<file path="src/rtl/operand_bypass_unit_pkg.sv">
// Shared types for the decode-stage operand bypass: operand/register types,
// forwarding records and the hazard FSM state encoding.
package operand_bypass_unit_pkg;
  localparam int XLEN   = 64;
  localparam int NREG   = 32;
  localparam int PERF_W = 32;
  localparam int NSRC   = 2;
  localparam int RA_W   = $clog2(NREG);

  typedef logic [XLEN-1:0] word_t;
  typedef logic [RA_W-1:0] creg_addr_t;
  localparam creg_addr_t ZERO_REG = '0;

  typedef struct packed {
    logic       valid;
    creg_addr_t dst;
    word_t      data;
  } fwd_t;

  typedef enum logic [1:0] {RUN, LU_BUBBLE, MEM_WAIT} bypass_state_e;

  function automatic logic fwd_hit(input fwd_t f, input creg_addr_t rs);
    return f.valid && (f.dst == rs);
  endfunction
endpackage

</file>
<file path="src/rtl/operand_bypass_unit_if.sv">
// ID-stage bundle: regfile read data and forwarding records in, resolved
// operands and stall controls out.
interface operand_bypass_unit_if;
  import operand_bypass_unit_pkg::*;
  logic              id_valid;
  creg_addr_t        rs1, rs2;
  word_t             rf_rdata1, rf_rdata2;
  fwd_t              ex_fwd, mem_fwd, wb_fwd;
  logic              ex_is_load, mem_is_load, mem_data_ok;
  word_t             src1, src2;
  logic              stall_id, bubble_ex, stall_all;
  logic [PERF_W-1:0] stall_cnt;

  modport master (
    output id_valid, rs1, rs2, rf_rdata1, rf_rdata2, ex_fwd, mem_fwd, wb_fwd,
           ex_is_load, mem_is_load, mem_data_ok,
    input  src1, src2, stall_id, bubble_ex, stall_all, stall_cnt
  );
  modport slave (
    input  id_valid, rs1, rs2, rf_rdata1, rf_rdata2, ex_fwd, mem_fwd, wb_fwd,
           ex_is_load, mem_is_load, mem_data_ok,
    output src1, src2, stall_id, bubble_ex, stall_all, stall_cnt
  );
endinterface

</file>
<file path="src/rtl/operand_bypass_unit_operand_mux.sv">
// Single-source operand select: zero reg, held value, then youngest forward
// stage first, regfile last.
module operand_mux
  import operand_bypass_unit_pkg::*;
(
  input  creg_addr_t rs,
  input  logic       hold_vld,
  input  word_t      hold_data,
  input  fwd_t       ex_fwd,
  input  logic       ex_is_load,
  input  fwd_t       mem_fwd,
  input  fwd_t       wb_fwd,
  input  word_t      rf_rdata,
  output word_t      src,
  output logic       wb_sel
);
  logic ex_hit, mem_hit, wb_hit;

  assign ex_hit  = fwd_hit(ex_fwd, rs);
  assign mem_hit = fwd_hit(mem_fwd, rs);
  assign wb_hit  = fwd_hit(wb_fwd, rs);

  always_comb begin
    src    = rf_rdata;
    wb_sel = 1'b0;
    if (rs == ZERO_REG)          src = '0;
    else if (hold_vld)           src = hold_data;
    else if (ex_hit && !ex_is_load) src = ex_fwd.data;
    else if (mem_hit)            src = mem_fwd.data;
    else if (wb_hit) begin
      src    = wb_fwd.data;
      // a pending load to the same reg makes this value stale; never hold it
      wb_sel = !ex_hit;
    end
  end
endmodule

</file>
<file path="src/rtl/operand_bypass_unit.sv">
// Decode-stage operand resolver: forwarding select per source, load-use and
// memory-wait hazard FSM, hold registers for values lost during freezes.
module operand_bypass_unit
  import operand_bypass_unit_pkg::*;
(
  input logic clk,
  input logic reset,
  operand_bypass_unit_if.slave bp
);
  bypass_state_e             state_q, state_d;
  logic [NSRC-1:0]           hold_vld_q, hold_vld_d;
  creg_addr_t [NSRC-1:0]     hold_rs_q, hold_rs_d;
  word_t [NSRC-1:0]          hold_data_q, hold_data_d;
  logic [PERF_W-1:0]         stall_cnt_q, stall_cnt_d;

  creg_addr_t [NSRC-1:0]     rs;
  word_t [NSRC-1:0]          rf_rdata, src;
  logic [NSRC-1:0]           hold_use, wb_sel;
  logic stall_id, bubble_ex, stall_all, any_stall, lu_hazard, mem_wait_req;

  assign rs       = {bp.rs2, bp.rs1};
  assign rf_rdata = {bp.rf_rdata2, bp.rf_rdata1};

  for (genvar i = 0; i < NSRC; i++) begin : g_src
    // a hold is only meaningful for the register it was captured for
    assign hold_use[i] = hold_vld_q[i] && (hold_rs_q[i] == rs[i]);
    operand_mux u_mux (
      .rs        (rs[i]),
      .hold_vld  (hold_use[i]),
      .hold_data (hold_data_q[i]),
      .ex_fwd    (bp.ex_fwd),
      .ex_is_load(bp.ex_is_load),
      .mem_fwd   (bp.mem_fwd),
      .wb_fwd    (bp.wb_fwd),
      .rf_rdata  (rf_rdata[i]),
      .src       (src[i]),
      .wb_sel    (wb_sel[i])
    );
  end

  assign mem_wait_req = bp.mem_is_load && bp.mem_fwd.valid && !bp.mem_data_ok;
  assign lu_hazard    = bp.id_valid && bp.ex_is_load && bp.ex_fwd.valid &&
                        (bp.ex_fwd.dst != ZERO_REG) &&
                        ((bp.ex_fwd.dst == bp.rs1) || (bp.ex_fwd.dst == bp.rs2));

  always_comb begin
    state_d   = state_q;
    stall_id  = 1'b0;
    bubble_ex = 1'b0;
    stall_all = 1'b0;
    unique case (state_q)
      RUN: begin
        if (mem_wait_req) begin
          state_d   = MEM_WAIT;
          stall_all = 1'b1;
        end else if (lu_hazard) begin
          state_d   = LU_BUBBLE;
          stall_id  = 1'b1;
          bubble_ex = 1'b1;
        end
      end
      LU_BUBBLE: state_d = RUN;
      MEM_WAIT: begin
        if (bp.mem_data_ok) state_d = RUN;
        else                stall_all = 1'b1;
      end
      default: state_d = RUN;
    endcase
    if (reset) begin
      stall_id  = 1'b0;
      bubble_ex = 1'b0;
      stall_all = 1'b0;
    end
  end

  assign any_stall = stall_id || bubble_ex || stall_all;

  always_comb begin
    hold_vld_d  = '0;
    hold_rs_d   = hold_rs_q;
    hold_data_d = hold_data_q;
    for (int i = 0; i < NSRC; i++) begin
      if (any_stall) begin
        if (hold_use[i]) begin
          hold_vld_d[i] = 1'b1;
        end else if (wb_sel[i]) begin
          hold_vld_d[i]  = 1'b1;
          hold_rs_d[i]   = rs[i];
          hold_data_d[i] = src[i];
        end
      end
    end
  end

  assign stall_cnt_d = stall_cnt_q + PERF_W'(any_stall);

  always_ff @(posedge clk) begin
    if (reset) begin
      state_q     <= RUN;
      hold_vld_q  <= '0;
      stall_cnt_q <= '0;
    end else begin
      state_q     <= state_d;
      hold_vld_q  <= hold_vld_d;
      stall_cnt_q <= stall_cnt_d;
    end
  end

  always_ff @(posedge clk) begin
    hold_rs_q   <= hold_rs_d;
    hold_data_q <= hold_data_d;
  end

  assign bp.src1      = src[0];
  assign bp.src2      = src[1];
  assign bp.stall_id  = stall_id;
  assign bp.bubble_ex = bubble_ex;
  assign bp.stall_all = stall_all;
  assign bp.stall_cnt = stall_cnt_q;
endmodule

</file>
<file path="src/flat_wrapper.sv">
// flat-port wrapper written by rule: the top's interface ports become plain ports
module operand_bypass_unit_flat import operand_bypass_unit_pkg::*;
  (clk, reset, bp_id_valid, bp_rs1, bp_rs2, bp_rf_rdata1, bp_rf_rdata2, bp_ex_fwd, bp_mem_fwd, bp_wb_fwd, bp_ex_is_load, bp_mem_is_load, bp_mem_data_ok, bp_src1, bp_src2, bp_stall_id, bp_bubble_ex, bp_stall_all, bp_stall_cnt);
  operand_bypass_unit_if bp_i ();
  input logic clk;
  input logic reset;
  input wire logic [$bits(bp_i.id_valid)-1:0] bp_id_valid;
  input wire logic [$bits(bp_i.rs1)-1:0] bp_rs1;
  input wire logic [$bits(bp_i.rs2)-1:0] bp_rs2;
  input wire logic [$bits(bp_i.rf_rdata1)-1:0] bp_rf_rdata1;
  input wire logic [$bits(bp_i.rf_rdata2)-1:0] bp_rf_rdata2;
  input wire logic [$bits(bp_i.ex_fwd)-1:0] bp_ex_fwd;
  input wire logic [$bits(bp_i.mem_fwd)-1:0] bp_mem_fwd;
  input wire logic [$bits(bp_i.wb_fwd)-1:0] bp_wb_fwd;
  input wire logic [$bits(bp_i.ex_is_load)-1:0] bp_ex_is_load;
  input wire logic [$bits(bp_i.mem_is_load)-1:0] bp_mem_is_load;
  input wire logic [$bits(bp_i.mem_data_ok)-1:0] bp_mem_data_ok;
  output wire logic [$bits(bp_i.src1)-1:0] bp_src1;
  output wire logic [$bits(bp_i.src2)-1:0] bp_src2;
  output wire logic [$bits(bp_i.stall_id)-1:0] bp_stall_id;
  output wire logic [$bits(bp_i.bubble_ex)-1:0] bp_bubble_ex;
  output wire logic [$bits(bp_i.stall_all)-1:0] bp_stall_all;
  output wire logic [$bits(bp_i.stall_cnt)-1:0] bp_stall_cnt;
  assign bp_i.id_valid = bp_id_valid;
  assign bp_i.rs1 = bp_rs1;
  assign bp_i.rs2 = bp_rs2;
  assign bp_i.rf_rdata1 = bp_rf_rdata1;
  assign bp_i.rf_rdata2 = bp_rf_rdata2;
  assign bp_i.ex_fwd = bp_ex_fwd;
  assign bp_i.mem_fwd = bp_mem_fwd;
  assign bp_i.wb_fwd = bp_wb_fwd;
  assign bp_i.ex_is_load = bp_ex_is_load;
  assign bp_i.mem_is_load = bp_mem_is_load;
  assign bp_i.mem_data_ok = bp_mem_data_ok;
  assign bp_src1 = bp_i.src1;
  assign bp_src2 = bp_i.src2;
  assign bp_stall_id = bp_i.stall_id;
  assign bp_bubble_ex = bp_i.bubble_ex;
  assign bp_stall_all = bp_i.stall_all;
  assign bp_stall_cnt = bp_i.stall_cnt;
  operand_bypass_unit u_core (.clk(clk), .reset(reset), .bp(bp_i));
endmodule
</file>
<file path="config.mk">
export PLATFORM = sky130hd
export DESIGN_NAME = operand_bypass_unit_flat
export DESIGN_NICKNAME = d
export VERILOG_FILES = /design/src/rtl/operand_bypass_unit_pkg.sv /design/src/rtl/operand_bypass_unit_if.sv /design/src/rtl/operand_bypass_unit_operand_mux.sv /design/src/rtl/operand_bypass_unit.sv /design/src/flat_wrapper.sv
export SDC_FILE = /design/constraint.sdc
export NUM_CORES = 1
export LEC_CHECK = 0
export CAP_MARGIN = 20
export CORE_MARGIN = 4
export CORE_UTILIZATION = 35
export DETAILED_ROUTE_END_ITERATION = 8
export PLACE_DENSITY = 0.7
export SYNTH_ARGS = -nofsm -noshare
export SYNTH_HDL_FRONTEND = slang
export SYNTH_SLANG_ARGS = --single-unit
</file>
<file path="constraint.sdc">
create_clock -name clk -period 14.4 [get_ports clk]
set_input_delay 2.16 -clock clk [delete_from_list [all_inputs] [get_ports clk]]
set_output_delay 2.16 -clock clk [all_outputs]
set_load 0.02 [all_outputs]
</file>
==> metrics.txt <==
1st-iter DRT viols between 1500 and 2000; RSZ-0062 raised after global routing false; gr ovfl total 0; CTS sink count around 170; endpoints failing setup 0; full die area 40280 µm²; Die H 200.7 µm; share of cells above drive strength 1 around 5.4%; synth unique cells 53; Critical Path AT between 6 and 7 ns; Worst Max-Slew Pin Slew 1.124 ns; vias per cell 6.213; largest family of logic cells by synthesized area compound AO/OA/AOI/OAI gates; Ys Warns 0; TritonRoute pass-1 iters 6; input/output buffers around 520; synthesis-stage register bit count ~170; post-CTS sizing 0; worst reg2reg setup slack between 10 and 15 ns; P&R area growth vs syn 45.09%; TritonCTS clock tree yes; Final Skew 0.01412 ns; slew margin rel. about a quarter; type of element capturing the critical path primary output; Syn Nets approximately 1900; Mapped Cells about 1500; clock buffer depth 2; max-cap violations 0; VDD IR max ~0.086 mV; adder-cell area share of the yosys netlist 0.1925%; post-layout net count 2281; clk root buf clkbuf_16; via count around 15000; Pleak about 6.6 nW; placer's final routability congestion estimate ~0.96; ys flop type edfxtp_1; first-pass GRT wire length 97370 µm; vias in the first global route roughly 15000; status finished, final reports clean; Num CTS Buffers 17; Post-Synth Simple-Gate Area 21.00%; CTS clk-pin slew, worst paths 0.07 ns; worst-path fanout max 40; IO Pins 517; pre-CTS setup slack 5.674 ns; f_max approximately 0.11 GHz; xor-xnor portion of the synthesized cell area under 10%; Core Area between 30000 and 40000 µm²; Compound-Gate Fraction of Synth Area ~27%; Slew Viols, Final 0; Clk Latency, worst-skew pair approximately 0.46 ns; mux share of post-synthesis cell area less than 1%; Tmin final roughly 8.8 ns; DRC 0; row count 70; Hold Buf Count CTS 0; Setup TNS Final 0 ns; antenna violations before repair 9; CP startpoint kind input port; Routed WL per cell 27.04 µm; filler instances ~3400; fin crit share 60.96%; DRT antenna net count 0; Post CTS Setup Buffer Count 0; worst hold path type register to register; final hold viol count 0; synthesized area per cell 8.456 µm²; Critical Path RT between 10 and 15 ns; post-synthesis sequential area ratio between 30% and 40%; Initial Utilization roughly 35%; H-tree depth 4; pin count of the biggest net entering global routing 103; die width about 200 µm; asr flop ratio synth 0%; Post-synth EDFFs 138; Worst Path Class, Setup input port to primary output; post-DP HPWL between 40000 and 50000 µm; PwrDens 75.23 nW/µm²; DRT Wirelength approximately 65000 µm; Total GRT Usage a little under a third; setup ws final around 5.6 ns; synthesized area 13000 µm²
worst paths after layout:
check,from,to,depth (start not counted)
worst max-delay path,bp_rs2[1],bp_src2[61],9
worst min-delay path,u_core.bp.stall_cnt[29],u_core.bp.stall_cnt[29],2
worst max register to register,u_core.hold_rs_q[6],u_core.hold_data_q[98],7
worst min register to register,u_core.bp.stall_cnt[29],u_core.bp.stall_cnt[29],2
cells in the final DEF, fill, tap and decap left out, types with 3 or more instances in the layout:
master           instances
a211oi_1                64
a21boi_0                63
a21oi_1                  7
a31oi_1                127
and3_1                  68
and4_1                   4
buf_4                   27
clkbuf_16               17
clkdlybuf4s50_1        516
dfxtp_1                 36
diode_2                  5
edfxtp_1               138
inv_1                  138
inv_6                    4
inv_8                    6
nand2_1                 78
nand3_1                 14
nand3_4                  3
nand3b_1                62
nand4_1                  8
nor2_1                  93
nor2b_1                  4
nor3_1                 137
nor4_1                   6
o21ai_0                 71
o311ai_0                 9
o311ai_1                54
o32ai_1                 46
o32ai_2                 18
or2_2                    3
or3_1                    7
or4_1                    3
xnor2_1                 38
xor2_1                  26
worst max-delay path, cell delays in order:
cell and delay [ns]:
clkdlybuf4s50_1 0.67, xnor2_1 0.14, nand2_2 0.55, buf_4 0.54
nor2_1 0.16, or3_4 0.57, buf_4 0.40, o32ai_1 0.53
clkdlybuf4s50_1 0.73
state kept, by name, indices dropped and copies added, names as in the netlist:
register,flops
u_core.bp.stall_cnt,32
u_core.hold_data_q,128
u_core.hold_rs_q,10
u_core.hold_vld_q,2
u_core.state_q,2
layer usage:
| layer | share of wire [%] | global-route usage [%] | vias to the layer above |
|---|---|---|---|
| met5 | 0.11 | 0 | - |
| met1 | 38 | 38.79 | 7187 |
| met2 | 46 | 49.67 | 1059 |
| li1 | - | - | 6554 |
| met3 | 11 | 8.643 | 170 |
| met4 | 4.6 | 13.23 | 10 |
synth_stat cells (3+ instances only):
cell type,count,area share [%]
o32ai_1,46,3.1
a31oi_1,127,6.1
xor2_1,26,1.8
a211oi_1,65,3.8
and3_1,69,3.3
o32ai_2,18,2.3
nand3_1,17,0.65
nand4_1,8,0.39
o311ai_1,54,3.6
xnor2_1,38,2.6
or3_1,8,0.39
buf_2,37,1.4
clkbuf_1,98,2.8
nand2_1,81,2.3
a21boi_0,63,3.6
nand3b_1,62,3.6
nor2_1,94,2.7
or4_1,3,0.17
inv_1,138,4.0
o21ai_0,71,2.7
a21oi_1,7,0.27
nor2b_1,4,0.19
buf_1,17,0.49
nor4_1,7,0.34
and2_1,4,0.19
nor3_1,138,5.3
edfxtp_1,138,32
buf_4,11,0.64
o311ai_0,9,0.61
buf_6,7,0.61
and4_1,4,0.27
dfxtp_1,36,5.5
clkbuf_2,4,0.15
per-stage QoR:
stage	std cells	hold WS (ns)	total power [W]	instance area [µm²]	utilization [%]
2_1_floorplan	1537	0.5704	0.0007160	13000	-
6_report	2411	0.5202	0.001418	18860	51.50
4_1_cts	2406	0.5207	0.001420	18840	51.47
5_1_grt	2410	0.5488	0.001459	18850	51.50
3_5_place_dp	2374	0.5047	0.0009376	18260	49.88
3_3_place_gp	2374	0.4968	0.0009352	18260	49.88
power breakdown:
part / switching, W / internal [W] / leakage, nW
logic: 0.000197 / 0.000189 / 4.74
clock network: 0.000252 / 0.000235 / 0.287
registers: 0.000000276 / 0.000546 / 1.53
total: 0.000449 / 0.000969 / 6.56
logic make-up (layout without fill, tap and decap cells):
group,after synthesis,count (layout)
compound gates,470,470
xor+xnor,64,64
fa+ha+maj,2,2
buf+inv,312,713
flops,174,174
mux,2,2
other cells,0,5
simple gates,513,513
area by class of cell:
cell class,instances,area [µm²],share of cell area (%)
Multi-Input combinational cell,1051,6924,36.72
Antenna cell,5,12.51,0.06636
Inverter,138,518.0,2.747
Tap cell,468,585.6,3.106
Sequential cell,174,4865,25.80
Clock buffer,17,425.4,2.256
Clock inverter,15,157.7,0.8361
Timing Repair Buffer,543,5368,28.47
No activity file was read; power rests on OpenSTA's default activity.
==> edit: new RTL, same flow settings <==
`PERF_W`: 32 -> 64.
--- a/src/rtl/operand_bypass_unit_pkg.sv
+++ b/src/rtl/operand_bypass_unit_pkg.sv
@@ -3,7 +3,7 @@
 package operand_bypass_unit_pkg;
   localparam int XLEN   = 64;
   localparam int NREG   = 32;
-  localparam int PERF_W = 32;
+  localparam int PERF_W = 64;
   localparam int NSRC   = 2;
   localparam int RA_W   = $clog2(NREG);
 
Ports: changed (resized bp_stall_cnt); port bits go from 517 to 549. No check against the original RTL was run, so the function may have changed too.
==> edit against the unedited design <==
Final cell count rose by 15%. Power rose by 26%. Sequential cell count rose by 32. Setup slack improved by 0.32 ns. Sequential power rose by 16%. Largest power group is now the clock network. Wire length rose by 18%. Cell area rose by 12%. Clock skew rose by 0.027 ns. Area after synthesis rose by 11%.
==> edit: results (changes against the unedited design) <==
Clocking
The level count of the clock H-tree is 1 (was 4). The total clock buffers created by CTS is 27 (was 17).

Finish
The fraction of layout cells with a size suffix above 1 is 0.0472 (was 0.0537). The count of nets after finishing is 2561 (was 2281).

Critical path
The worst-path maximum fanout is 65 (was 40). The data arrival time of the critical path is 6.29 ns (was 6.62 ns).

GRT
The via count of the first global-routing pass is 16800 (was 14700). The pin count of the biggest net entering global routing is 89 (was 103). The total global routing track utilization is 0.323 (was 0.308). The initial antenna violation count is 27 (was 9). The global-route wire length before repair was 112000 um (was 97400 um).

Placement
The detailed-placement wirelength estimate is 51800 um (was 43800 um). The count of port buffers added during placement was 548 (was 516). The worst setup slack after placement is 6.02 ns (was 5.67 ns).

Synth
The fraction of the mapped netlist area in adder cells is 0.00174 (was 0.00193). The portion of netlist area occupied by mux cells is 0.00139 (was 0.00164). The area share of xor/xnor cells in the synthesized design came to 0.0444 (was 0.0431).

The sequential share of the synthesized area came to 0.382 (was 0.374). The total nets after synthesis is 2149 (was 1893). The number of distinct standard cells referenced by the synthesized netlist is 47 (was 53).

Power
The peak supply drop is 0.0776 mV (was 0.0859 mV). The static leakage is 6.82 nW (was 6.56 nW). The internal power component is 1.26 mW (was 0.969 mW). The clock group total power is 0.719 mW (was 0.487 mW).

Detailed routing
The routed via count divided by cell count came to 6.32 (was 6.21). The wire length after detailed routing is 76800 um (was 65200 um).

Outcome
Outcome: finished, final reports clean (unchanged).

Timing
The slew at the pin closest to its max-slew limit is 1.04 ns (was 1.12 ns).
-- edit: worst max-delay path, stage by stage --
cell and delay [ns]:
sky130_fd_sc_hd__clkdlybuf4s50_1 0.64, sky130_fd_sc_hd__xnor2_1 0.16, sky130_fd_sc_hd__and2_2 0.16, sky130_fd_sc_hd__buf_4 0.65
sky130_fd_sc_hd__and2_2 0.67, sky130_fd_sc_hd__buf_4 0.50, sky130_fd_sc_hd__o311ai_0 0.25, sky130_fd_sc_hd__a31oi_1 0.31
sky130_fd_sc_hd__clkdlybuf4s50_1 0.71
-- edit: cell families after synthesis --
kind of cell / Yosys count
simple gates: 663
fa+ha+maj: 2
compound gates: 578
mux: 2
buf+inv: 269
flops: 206
xor+xnor: 73
-- edit: final timing paths --
| path | from | endpoint | slack, ns |
|---|---|---|---|
| worst max-delay path | bp_rs1[0] | bp_src1[1] | 5.95 |
| worst min-delay path | u_core.bp.stall_cnt[63] | u_core.bp.stall_cnt[63] | 0.49 |
| worst max register to register | u_core.state_q[0] | u_core.bp.stall_cnt[60] | 10.91 |
| worst min register to register | u_core.bp.stall_cnt[63] | u_core.bp.stall_cnt[63] | 0.49 |
-- edit: area by class of cell --
cell class	instances	area, sq um
Multi-Input combinational cell	1318	7950
Antenna cell	21	52.6
Clock inverter	13	174
Sequential cell	206	5510
Fill cell	3816	19700
Inverter	76	285
Timing Repair Buffer	576	5690
Clock buffer	36	741
Tap cell	532	666
-- edit: metal layers --
metal,vias up,share of wire,global-route usage
met4,16,0.059,0.154
met1,8269,0.37,0.417
met2,1409,0.44,0.494
li1,7600,-,-
met5,-,0.0015,0
met3,260,0.13,0.0998
-- edit: metrics by stage --
stage               std cells  area (sq um)
floorplan                1793         14400
global placement         2708         20100
detailed placement       2708         20100
CTS                      2757         21000
global route             2776         21100
finish                   2778         21100
